File: src/rtl/prio_enc_rr.sv
// prio_enc_rr: registered N-input priority encoder with fixed or round-robin
// arbitration and a valid/ready output stage.
//
// Ports:
//   clk        system clock, rising edge
//   rst_n      asynchronous active-low reset
//   req        request vector, bit k = source k (sampled on load cycles only)
//   mode       0 = fixed priority (highest index wins), 1 = round-robin
//   code       registered winner code (index+1), 0 when nothing captured
//   out_valid  code holds a captured grant
//   out_ready  consumer accepts code this cycle
//   multi      more than one request bit was set at capture
module prio_enc_rr #(
  parameter int unsigned N  = 8,
  parameter int unsigned CW = $clog2(N + 1)
) (
  input  logic          clk,
  input  logic          rst_n,
  input  logic [N-1:0]  req,
  input  logic          mode,
  output logic [CW-1:0] code,
  output logic          out_valid,
  input  logic          out_ready,
  output logic          multi
);

  localparam int unsigned IW = $clog2(N);

  logic [IW-1:0] last;
  logic [IW-1:0] fix_win_c;
  logic [IW-1:0] rr_win_c;
  logic [IW-1:0] win_c;
  logic          load_c;
  logic          any_c;
  logic          many_c;

  // The output stage refills whenever it is empty or being drained.
  assign load_c = !out_valid || out_ready;
  assign any_c  = |req;
  // Clearing the lowest set bit leaves something only if two or more were set.
  assign many_c = |(req & (req - N'(1)));

  // Fixed priority: ascending scan, later hits overwrite, so the top index wins.
  always_comb begin
    fix_win_c = '0;
    for (int i = 0; i < int'(N); i++) begin
      if (req[i]) fix_win_c = IW'(i);
    end
  end

  // Round-robin: candidate at distance i below last (mod N). Scanning from the
  // farthest distance down lets the nearest hit below last win, which puts
  // last itself at the lowest priority.
  always_comb begin
    int            t;
    logic [IW-1:0] idx;
    rr_win_c = '0;
    t        = 0;
    idx      = '0;
    for (int i = int'(N); i >= 1; i--) begin
      t = int'(last) - i;
      if (t < 0) t = t + int'(N);
      idx = IW'(t);
      if (req[idx]) rr_win_c = idx;
    end
  end

  assign win_c = mode ? rr_win_c : fix_win_c;

  // Output register and round-robin pointer.
  always_ff @(posedge clk or negedge rst_n) begin
    if (!rst_n) begin
      code      <= '0;
      out_valid <= 1'b0;
      multi     <= 1'b0;
      last      <= '0;
    end else if (load_c) begin
      if (any_c) begin
        code      <= CW'(win_c) + CW'(1);
        out_valid <= 1'b1;
        multi     <= many_c;
        if (mode) last <= win_c;
      end else begin
        code      <= '0;
        out_valid <= 1'b0;
        multi     <= 1'b0;
      end
    end
  end

endmodule

File: config.mk
export PLATFORM = sky130hd
export DESIGN_NAME = prio_enc_rr
export DESIGN_NICKNAME = d
export VERILOG_FILES = /design/src/rtl/prio_enc_rr.sv
export SDC_FILE = /design/constraint.sdc
export NUM_CORES = 1
export LEC_CHECK = 0
export ABC_AREA = 0
export BUFFER_PORTS_ARGS = -buffer_cell sky130_fd_sc_hd__clkbuf_2
export CAP_MARGIN = 20
export CORE_MARGIN = 3
export CORE_UTILIZATION = 52
export DETAILED_ROUTE_END_ITERATION = 8
export MAX_ROUTING_LAYER = met4
export PLACE_DENSITY = 0.75
export SYNTH_ARGS = -nofsm -noshare
export SYNTH_HDL_FRONTEND = slang
export SYNTH_SLANG_ARGS = --single-unit
File: constraint.sdc
create_clock -name clk -period 3.5 [get_ports clk]
set_clock_uncertainty 0.05 [all_clocks]
set_input_delay 0.7 -clock clk [delete_from_list [all_inputs] [get_ports clk]]
set_output_delay 0.7 -clock clk [all_outputs]
set_load 0.02 [all_outputs]
After elaboration in Yosys (flattened, before gate mapping)
Cells that the tools add are included.
{"block": "totals", "ff_bits": 9, "in_bits": 12, "out_inout_bits": 6}
{"block": "op_classes", "addsub": 18, "order_cmp": 16, "mux": 43, "bitwise": 1, "n_reduce_logical": 5}
{"operator": "2-to-1 mux 3 bit", "n": 22}
{"operator": "< comparator 3 x 4 -> 1 bit (second input constant)", "n": 8}
{"operator": "< comparator 4 x 1 -> 1 bit (second input constant)", "n": 7}
{"operator": "adder 3 x 1 -> 3 bit (second input constant)", "n": 8}
{"operator": "binary-select mux 1 bit (select 3 bit)", "n": 8}
{"operator": "OR reduction 8 bit", "n": 2}
{"operator": "subtractor 3 x 3 -> 4 bit (second input constant)", "n": 4}
{"operator": "2-to-1 mux 1 bit", "n": 11}
{"operator": "AND 8 bit", "n": 1}
{"operator": "subtractor 3 x 2 -> 4 bit (second input constant)", "n": 2}
{"operator": "subtractor 8 x 1 -> 8 bit (second input constant)", "n": 1}
{"operator": "< comparator 5 x 1 -> 1 bit (second input constant)", "n": 1}
{"operator": "subtractor 3 x 4 -> 5 bit (second input constant)", "n": 1}
{"operator": "adder 3 x 1 -> 4 bit (second input constant)", "n": 1}
{"operator": "2-to-1 mux 4 bit", "n": 1}
{"operator": "subtractor 3 x 1 -> 4 bit (second input constant)", "n": 1}
{"operator": "AND reduction 3 bit", "n": 1}
{"operator": "2-to-1 mux 2 bit", "n": 1}
{"operator": "logical NOT 1 bit", "n": 1}
{"operator": "logical OR 1 bit", "n": 1}

Logic depth before layout (Yosys ltp)
{"block": "depth", "ltp_word": 16, "depth_mapped": 14, "ltp_nobuf": 11}

Least setup slack after synthesis
Ideal clock, no wire load.
{"block": "synth_timing", "kind": "flip-flop to flip-flop", "startpoint": "reg last[0]", "endpoint": "reg code[1]", "setup_ns": 0.121, "t_arrival_ns": 3.085, "required_ns": 3.329, "slack_ns": 0.244, "path_stages_with_launch": 14, "path_cell_list": "dfrtp_1 > buf_6 > buf_6 > inv_1 > ha_1 > buf_6 > mux4_2 > mux2_2 > nand2_1 > a21oi_1 > o21a_1 > o311a_1 > ha_1 > a22o_1"}
{"block": "synth_between", "elab_chain_cells": 16, "elab_cells_between_ends": 59, "classes_between": "17 x add/sub; 8 x order compare; 34 x mux"}
{"element": "start, declared", "line": "29", "source": "logic [IW-1:0] last;"}
{"element": "start signal, assigned", "line": "82", "source": "if (mode) last <= win_c;"}
{"element": "subtractor 3 x 4 -> 5 bit", "line": "61", "source": "t = int'(last) - i;"}
{"element": "< comparator 5 x 1 -> 1 bit / adder 3 x 1 -> 3 bit (equally long branches)", "line": "62", "source": "if (t < 0) t = t + int'(N);"}
{"element": "2-to-1 mux 3 bit", "line": "62"}
{"element": "binary-select mux 1 bit (select 3 bit)", "line": "64", "source": "if (req[idx]) rr_win_c = idx;"}
{"element": "2-to-1 mux 1 bit (implied by the code)", "line": "64"}
{"element": "2-to-1 mux 3 bit (7 in a row)", "line": "64"}
{"element": "2-to-1 mux 3 bit *", "line": "64"}
{"element": "2-to-1 mux 3 bit *", "line": "68", "source": "assign win_c = mode ? rr_win_c : fix_win_c;"}
{"element": "named net win_c[0]", "line": "32", "source": "logic [IW-1:0] win_c;"}
{"element": "adder 3 x 1 -> 4 bit *", "line": "79", "source": "code <= CW'(win_c) + CW'(1);"}
{"element": "2-to-1 mux 4 bit *", "line": "78", "source": "if (any_c) begin"}
{"element": "end signal, assigned", "line": "79"}
{"element": "end, declared", "line": "21", "source": "output logic [CW-1:0] code,"}
Mark *: on every way through the listed nets, which the timed path passes. The rest lies on a longest branch. The select of a mux whose other input is x is not followed.
A chain may end at the register's enable or synchronous reset.

Worst setup path after layout
Ends and elaborated chain as after synthesis.

==> results.txt <==
Main synth FF type: dfrtp_1
worst hold slack: 241 ps
Layout Area Growth over Synthesis: 7.28%
worst hold path class: in -> async
routed vias/inst: 6.88
relative slew slack: 0.642
total of max-cap violations: 0
Tot GR Track Use: 0.224
syn nets: 167
Async SR Flop Fraction: 1.00
deepest clock path buffer count: 2
first-pass GRT wire length: 5.84 mm
Starting Density: 0.550
boundary pin count: 18
worst reg2reg path endpoint: code[1]
dominant cell type by area after synthesis: mux4_2
R2R Setup Slk: 320 ps
CP Capture Type: register
routed len/inst: 17.3 microns
EDFF count, synth: 0
Setup TNS: 0 ps
worst-path cell with the longest stage delay: mux4_2
Worst Path Required: 3590 ps
critical path class: reg -> reg
clk sinks: 9
GPL Wtd Cong: 1.01
DRT Wirelength: 3.34 mm
crit path cell chain: inv_1, ha_1, buf_4, mux4_2, o221a_2, a2111oi_2, nand4_1, o2bb2ai_1, ha_1, a22o_1
Slew Viols, Final: 0
P_leak: 0.603 nW
Peak supply drop: 0.544 mV
Die Height: 57.4 microns
Std-Cell Rows: 18
final setup fails: 0
Syn Inst Count: 152
post-synth top area share: 0.197
remaining antenna violation count after routing: 0
HPWL Detailed: 2.64 mm
Clock Pin Slew Worst Setup and Hold Paths: 60 ps
drc violations: 0
pre-CTS setup slack: 288 ps
final core occ: 0.590
final critical path time including I/O delays and setup: 3180 ps
first-pass detailed-route iteration total: 5
width of the die: 57.4 microns
total gr overflow: 0
Netlist cell types: 58
r2r worst-path depth: 10
largest net degree at the start of global routing: 19
1st-iter DRT viols: 71
CTS tree: yes
Critical Path AT: 3270 ps
H-tree depth: 1
cell mode on critical path: ha_1
sequential fraction of the synthesis area: 0.164
vias in the first global route: 1246
Worst-Skew Late Latency: 250 ps
Post-CTS Setup Bufs: 0
Final Cycle Share: 0.909
power per cell area: 1040 nW/um^2
mean area per synthesized cell: 9.05 sq um
fmax: 314 MHz
top post-synthesis cells by area: mux4_2 20%, dfrtp_1 16%, nand2_1 4.6%, mux2_2 3.3%, mux2i_1 2.9%
total CTS buffers: 3
synthesized area: 1380 sq um
initial antenna violation count: 0
Least-Margin Pin Slew: 535 ps
reg2reg start: last[0]
RSZ-0062 raised after global routing: no
Hold Buf Count CTS: 0
die area: 3300 sq um
Root Driver: clkbuf_4
Final #Nets: 179
Hold Vio Cnt, Final: 0
core area: 2500 sq um
total number of yosys warnings: 0
Port Buffers: 17
diode count: 0
status: finished, final reports clean
CP max stage delay: 410 ps
share of layout cells above drive strength 1: 0.294
Synth Register Bits: 9
final worst slack: 319 ps
CP Launch Type: register
Crit Path Max Fanout: 8
DR vias: 1327
post-CTS sizing: 0
power breakdown:
part,leakage [nW],switching [mW],total (mW),internal [mW]
combinational,0.485,0.714,1.29,0.571
sequential,0.104,0.0311,0.176,0.145
clock,0.0150,0.0325,0.0762,0.0437
total,0.603,0.777,1.54,0.760
worst max-delay path: cells and delay by family (launching register included):
family	cells	cell delay, ps
buf+inv	2	270
fa+ha+maj	2	710
flops	1	340
compound gates	4	1080
mux	1	410
simple gates	1	210
cell usage in the layout (no fill, tap or decap), types with 2 or more instances in the layout:
cell | Yosys | layout
a32o_1 | 2 | 2
o21ai_1 | 2 | 2
nor2b_1 | 2 | 2
a221oi_1 | 2 | 2
a21o_1 | 2 | 2
o2bb2ai_1 | 2 | 2
nor2_1 | 7 | 7
and2_1 | 2 | 2
nand2_1 | 17 | 17
a211oi_1 | 2 | 2
o211ai_1 | 2 | 2
or2_2 | 3 | 3
ha_1 | 3 | 3
nor4_1 | 2 | 2
buf_4 | 0 | 4
mux2i_1 | 4 | 4
mux2_2 | 4 | 4
a311oi_1 | 2 | 2
o21ai_0 | 5 | 5
a21oi_1 | 7 | 7
clkbuf_4 | 0 | 3
mux4_2 | 12 | 12
xor2_1 | 3 | 3
dfrtp_1 | 9 | 9
nor3b_1 | 2 | 2
inv_1 | 10 | 10
clkbuf_2 | 0 | 17
stage by stage:
stage / cells / instance area (sq um) / total power, mW
floorplan: 152 / 1380 / 1.23
global placement: 189 / 1450 / 1.42
detailed placement: 189 / 1450 / 1.45
CTS: 193 / 1480 / 1.53
global route: 193 / 1480 / 1.68
finish: 193 / 1480 / 1.54
cells in the mapped netlist (2+ instances only):
library cell and number:
xor2_1 3, a21o_1 2, or2_2 3, o2bb2ai_1 2, o21ai_1 2, nor2b_1 2
nor3b_1 2, nand2_1 17, nor2_1 7, and2_1 2, clkbuf_1 6, mux2i_1 4
buf_1 2, a221oi_1 2, o21ai_0 5, a311oi_1 2, a211oi_1 2, buf_2 3
mux4_2 12, inv_1 10, a21oi_1 7, mux2_2 4, nor4_1 2, dfrtp_1 9
ha_1 3, buf_6 3, a32o_1 2, o211ai_1 2
cell type report:
class                   instances  area, sq um
fillers                       227         1020
flip-flops and latches          9          225
multi-input cells             119         1030
clock buffers                   4         26.3
repair buffers                 21          115
well taps                      30         37.5
inverters                      10         37.5
metal layers:
| metal | GRT usage | up-vias | part of all wire |
|---|---|---|---|
| met4 | 0.0364 | 0 | 0.0069 |
| li1 | - | 618 | - |
| met1 | 0.314 | 644 | 0.45 |
| met2 | 0.353 | 63 | 0.49 |
| met3 | 0.0294 | 2 | 0.052 |
| met5 | - | - | 0 |
worst max path at each step:
| stage | start | end | slack, ps | cells past startpoint |
|---|---|---|---|---|
| after global routing | last[0] | code[2] | 40 | 11 |
| final | last[0] | code[1] | 320 | 10 |
| after detailed placement | req[3] | code[1] | 290 | 8 |
| after floorplan | last[0] | code[1] | 240 | 13 |
| after CTS | last[0] | code[1] | 350 | 10 |
| after global placement | req[1] | code[1] | 340 | 8 |
sequential cells by signal, summed over array words and instances, names as in the netlist:
name / cells
last: 3
out_valid: 1
code: 4
multi: 1
cells by family after synthesis:
family	Yosys count	share of synthesized area
and+or+nand+nor	43	0.157
DFF	9	0.164
adders and majority gates	4	0.0346
AOI/OAI and AO/OA	47	0.265
muxes	21	0.269
xor gates and xnor gates	4	0.0255
buffers and inverters	24	0.0846
No activity file was read; power rests on OpenSTA's default activity.
